File: src/rtl/ifu_pkg.sv
// rtl/ifu_pkg.sv - shared state, entry types and reset constant for the instruction-fetch front end
package ifu_pkg;

    localparam logic [31:0] IFU_RESET_PC = 32'h0000_3000;

    typedef enum logic [1:0] {
        FETCH = 2'd0,
        DRAIN = 2'd1,
        FAULT = 2'd2
    } ifu_state_e;

    typedef struct packed {
        logic [31:0] pc;
        logic [31:0] instr;
    } ifu_entry_t;

endpackage

File: src/rtl/ifu_fifo.sv
// rtl/ifu_fifo.sv - synchronous DEPTH x 64 prefetch FIFO with flush, count and full/empty
module ifu_fifo
    import ifu_pkg::*;
#(
    parameter int DEPTH = 4
) (
    input  logic                     clk,
    input  logic                     reset,
    input  logic                     flush,
    input  logic                     push,
    input  ifu_entry_t               push_data,
    input  logic                     pop,
    output ifu_entry_t               head,
    output logic [$clog2(DEPTH):0]   count,
    output logic                     full,
    output logic                     empty
);

    localparam int AW = $clog2(DEPTH);
    localparam logic [AW-1:0] PTR_ONE  = AW'(1);
    localparam logic [AW:0]   CNT_ONE  = (AW+1)'(1);
    localparam logic [AW:0]   CNT_FULL = (AW+1)'(DEPTH);

    ifu_entry_t    mem [DEPTH];
    logic [AW-1:0] wr_ptr;
    logic [AW-1:0] rd_ptr;
    logic          do_push;
    logic          do_pop;

    assign full    = (count == CNT_FULL);
    assign empty   = (count == '0);
    assign do_push = push && !full;
    assign do_pop  = pop && !empty;
    assign head    = mem[rd_ptr];

    always_ff @(posedge clk) begin
        if (!reset || flush) begin
            wr_ptr <= '0;
            rd_ptr <= '0;
            count  <= '0;
        end else begin
            if (do_push) wr_ptr <= wr_ptr + PTR_ONE;
            if (do_pop)  rd_ptr <= rd_ptr + PTR_ONE;
            case ({do_push, do_pop})
                2'b10:   count <= count + CNT_ONE;
                2'b01:   count <= count - CNT_ONE;
                default: ;
            endcase
        end
    end

    always_ff @(posedge clk) begin
        if (reset && !flush && do_push) mem[wr_ptr] <= push_data;
    end

endmodule

File: src/rtl/ifu_prefetch.sv
// rtl/ifu_prefetch.sv - fetch PC, imem req/ack FSM and prefetch FIFO; IFU_ALIGN_CHECK_EN enables misaligned-redirect fault
module ifu_prefetch
    import ifu_pkg::*;
#(
    parameter logic [31:0] RESET_PC = IFU_RESET_PC,
    parameter int          DEPTH    = 4
) (
    input  logic        clk,
    input  logic        reset,
    input  logic        redirect_valid,
    input  logic [31:0] redirect_pc,
    output logic        imem_req,
    output logic [31:0] imem_addr,
    input  logic        imem_ack,
    input  logic [31:0] imem_rdata,
    output logic        instr_valid,
    output logic [31:0] instr,
    output logic [31:0] instr_pc,
    input  logic        instr_ready,
    output logic        fetch_fault
);

    localparam int            CW        = $clog2(DEPTH) + 1;
    localparam logic [CW-1:0] CNT_DEPTH = CW'(DEPTH);

    ifu_state_e    state;
    logic [31:0]   fetch_pc;
    logic [31:0]   target_pc;
    logic [31:0]   tgt_pc;
    logic          misaligned;
    logic          fault_q;
    ifu_entry_t    head;
    logic [CW-1:0] count;
    logic          full;
    logic          empty;
    logic          push;
    logic          pop;

`ifdef IFU_ALIGN_CHECK_EN
    assign tgt_pc     = redirect_pc;
    assign misaligned = (redirect_pc[1:0] != 2'b00);

    always_ff @(posedge clk) begin
        if (!reset)              fault_q <= 1'b0;
        else if (redirect_valid) fault_q <= misaligned;
    end
`else
    assign tgt_pc     = redirect_pc & 32'hFFFF_FFFC;
    assign misaligned = 1'b0;
    assign fault_q    = 1'b0;
`endif

    assign fetch_fault = fault_q;

    // DRAIN keeps the old request up until the memory finishes it
    assign imem_req  = reset && (((state == FETCH) && (count < CNT_DEPTH)) || (state == DRAIN));
    assign imem_addr = reset ? fetch_pc : RESET_PC;

    assign push = imem_req && imem_ack && (state == FETCH) && !redirect_valid && !full;
    assign pop  = !empty && instr_ready && !redirect_valid;

    assign instr_valid = !empty;
    assign instr       = empty ? 32'd0 : head.instr;
    assign instr_pc    = empty ? 32'd0 : head.pc;

    ifu_fifo #(
        .DEPTH (DEPTH)
    ) u_fifo (
        .clk       (clk),
        .reset     (reset),
        .flush     (redirect_valid),
        .push      (push),
        .push_data ('{pc: fetch_pc, instr: imem_rdata}),
        .pop       (pop),
        .head      (head),
        .count     (count),
        .full      (full),
        .empty     (empty)
    );

    always_ff @(posedge clk) begin
        if (!reset) begin
            state     <= FETCH;
            fetch_pc  <= RESET_PC;
            target_pc <= RESET_PC;
        end else if (redirect_valid) begin
            target_pc <= tgt_pc;
            if (imem_req && !imem_ack) begin
                state <= DRAIN;
            end else begin
                fetch_pc <= tgt_pc;
                state    <= misaligned ? FAULT : FETCH;
            end
        end else begin
            case (state)
                FETCH: if (push) fetch_pc <= fetch_pc + 32'd4;
                DRAIN: if (imem_ack) begin
                    fetch_pc <= target_pc;
                    state    <= fault_q ? FAULT : FETCH;
                end
                default: ;
            endcase
        end
    end

endmodule

File: config.mk
export PLATFORM = sky130hd
export DESIGN_NAME = ifu_prefetch
export DESIGN_NICKNAME = d
export VERILOG_FILES = /design/src/rtl/ifu_pkg.sv /design/src/rtl/ifu_fifo.sv /design/src/rtl/ifu_prefetch.sv
export SDC_FILE = /design/constraint.sdc
export NUM_CORES = 1
export LEC_CHECK = 0
export ABC_AREA = 1
export CAP_MARGIN = 5
export CORE_UTILIZATION = 36
export DETAILED_ROUTE_END_ITERATION = 16
export PLACE_DENSITY = 0.64
export SYNTH_ARGS = -nofsm -noshare
export SYNTH_HDL_FRONTEND = slang
export SYNTH_SLANG_ARGS = --single-unit
File: constraint.sdc
create_clock -name clk -period 8.3 [get_ports clk]
set_clock_uncertainty 0.2 [all_clocks]
set_input_delay 1.66 -clock clk [delete_from_list [all_inputs] [get_ports clk]]
set_output_delay 1.66 -clock clk [all_outputs]
set_load 0.02 [all_outputs]
==> flow_summary.ini <==
[run_status]
status = complete, no violations

[yosys]
ys_warn_count = 0
synth-adder-area-share_pct = 0.696
syn_area_sq_mm = 0.0137
synth-simple-area-share_pct = 15.6
netlist_instances = 1401
synthXorXnorAreaFrac_pct = 0.128
yosysTopAreaCell = edfxtp_1
synth_cell_types = 36
ys_seq_area_share_pct = 64.8
ys_ff_latch = 318
netlist.area_leader.share_pct = 54.5
synth_top_family_by_area = simple AND/OR/NAND/NOR gates
synth_compound_area_share_pct = 13.2
avgSynthCellArea_sq_um = 9.75
synth_mux_area_share_pct = 0
netlist_top_cells_area = edfxtp_1, dfxtp_1, nor2_1

[floorplan]
num_rows = 70
core_area_sq_mm = 0.0370
die_area_sq_mm = 0.0387
io_pins = 168
die_h_um = 197
die_x_um = 197
initial_core_util_pct = 37.0

[power_and_ir_drop]
irDropWorstVdd_mv = 0.144
power_density_mw_per_mm2 = 212
leakage_nw = 6.02

[sta]
fin_crit_ns = 5.44
tightest_slew_ns = 1.02
slew_violations = 0
rsz0062_at_grt = false
hold_violations = 0
final.setup.tns_ns = 0
setup_viol = 0
timing.final.crit_share_pct = 65.5
timing.fmax_mhz = 184
relSlewSlack_pct = 32.2

[route]
drtIter0Drc = 600
drt_pass1_iterations = 5
final_antenna_net_count = 0
vias_per_cell = 4.89
drc_errors = 0
wl_per_cell_um = 16.4
wirelength_um = 33800
dr_total_vias = 10100

[layout]
area_delta_synth_final_pct = 22.9
layout.nets = 1608
ff_latch_area_sq_mm = 0.00885
n_antenna_cell = 0
drive_gt1_share_pct = 5.53
fin_util_pct = 45.4
mostFrequentLayoutCells = nor2_1, edfxtp_1, o21ai_0
nFillCells = 3442
multiInputGateArea_sq_mm = 0.00410
layout_commonest_cell = nor2_1

[grt]
grt_pass1_vias = 9652
grt_max_degree = 84
gr-total-overflow = 0
grt.total_usage_pct = 17.4
antenna_found_initial = 0
grt_pass1_wl_um = 52900

[cts]
clockRootBuffer = clkbuf_16
cts_resized = 0
clock_latency_ns = 0.51
post-cts-setup-buffers = 0
cts_buffers = 35
clkTransAtPathRegs_ns = 0.06
cts.path.max_buffers = 3
htreeDepth = 2
cts_sinks = 318
ctsHoldBuffers = 0
cts_tree = built

[flow_run]
drv_cap = 0

[worst_setup_path]
cp-start-kind = register
cp-end-kind = output pin
cp_max_fo = 70
r2r_slack_ns = 4.91
worstSetupPathType = reg -> out
critPathRequiredTime_ns = 6.44
arrival_ns = 3.58

[placement]
dp_hpwl_um = 19500
io_buffers = 160
finalWeightedCongestion = 0.823

[min_path]
hold_class = reg -> reg
final timing paths:
kind | start | endpoint | depth (start not counted)
min reg2reg | target_pc[12] | target_pc[12] | 2
max | register | instr_pc[20] | 5
min | target_pc[12] | target_pc[12] | 2
max reg2reg | state[0] | u_fifo.mem[2][1] | 6
per-layer routing:
| metal | track usage, % | vias up | part of all wire (%) |
|---|---|---|---|
| met4 | 4.51 | 0 | 1.9 |
| met5 | 0 | - | 0 |
| met1 | 23.5 | 4729 | 45 |
| met2 | 29.0 | 283 | 47 |
| met3 | 2.93 | 51 | 5.8 |
| li1 | - | 5009 | - |
metrics by stage:
step	cells	hold slack [ns]	power (mW)	cell area (sq um)	setup slack (ns)
global route	2060	0.276	3.70	16800	2.50
CTS	2060	0.252	3.60	16800	2.72
global placement	1999	0.238	2.08	15700	3.07
floorplan	1405	0.219	1.97	13700	2.72
finish	2060	0.250	3.56	16800	2.86
detailed placement	1999	0.236	2.09	15700	3.06
report_power, final:
group | internal, mW | switching, mW | leakage (nW) | total [mW]
Combinational | 0.0986 | 0.143 | 2.65 | 0.241
Sequential | 1.76 | 0.0512 | 2.83 | 1.82
Clock | 0.905 | 0.600 | 0.537 | 1.50
cells in the mapped netlist:
cell type,number
nor2_1,309
edfxtp_1,248
o21ai_0,191
nand2_1,165
a21oi_1,139
inv_1,99
dfxtp_1,70
clkbuf_1,56
nand3_1,51
buf_1,11
buf_4,7
ha_1,6
o22ai_1,6
buf_2,5
nor3_1,5
a22oi_2,3
buf_6,3
inv_2,3
o21ai_1,3
inv_4,2
nand2_2,2
o211ai_1,2
xor2_1,2
a211oi_1,1
a21oi_2,1
a21oi_4,1
and2_1,1
conb_1,1
fa_1,1
nand2_4,1
nand3_4,1
nand3b_1,1
nor2_2,1
nor3_2,1
o21a_1,1
o31ai_1,1
final cells by class:
cell class              count  area share, %
flip-flops and latches    318           52.8
multi-input cells         901           24.4
repair buffers            172           10.0
clock buffers              44           5.67
well taps                 504           3.76
inverters                 104           2.36
clock inverters            17          0.984
worst max-delay path: stages (launching register included):
cell and delay, ns:
dfxtp_4 0.72, clkinv_2 0.70, buf_4 0.56, o21ai_0 0.29, a21oi_1 0.15, clkdlybuf4s50_1 0.61
state kept, by name, summed over array words and instances, names as in the netlist, named ones only:
| name | flops |
|---|---|
| u_fifo.mem | 248 |
| fetch_pc | 30 |
| u_fifo.count | 3 |
| u_fifo.rd_ptr | 2 |
| target_pc | 30 |
| u_fifo.wr_ptr | 2 |
| state | 1 |
logic make-up after synthesis:
group | after synthesis
buffers and inverters | 186
xor gates and xnor gates | 2
and+or+nand+nor | 538
DFF | 318
other | 1
adders and majority gates | 7
AOI/OAI and AO/OA | 349
(Power assumes the default switching activity.)
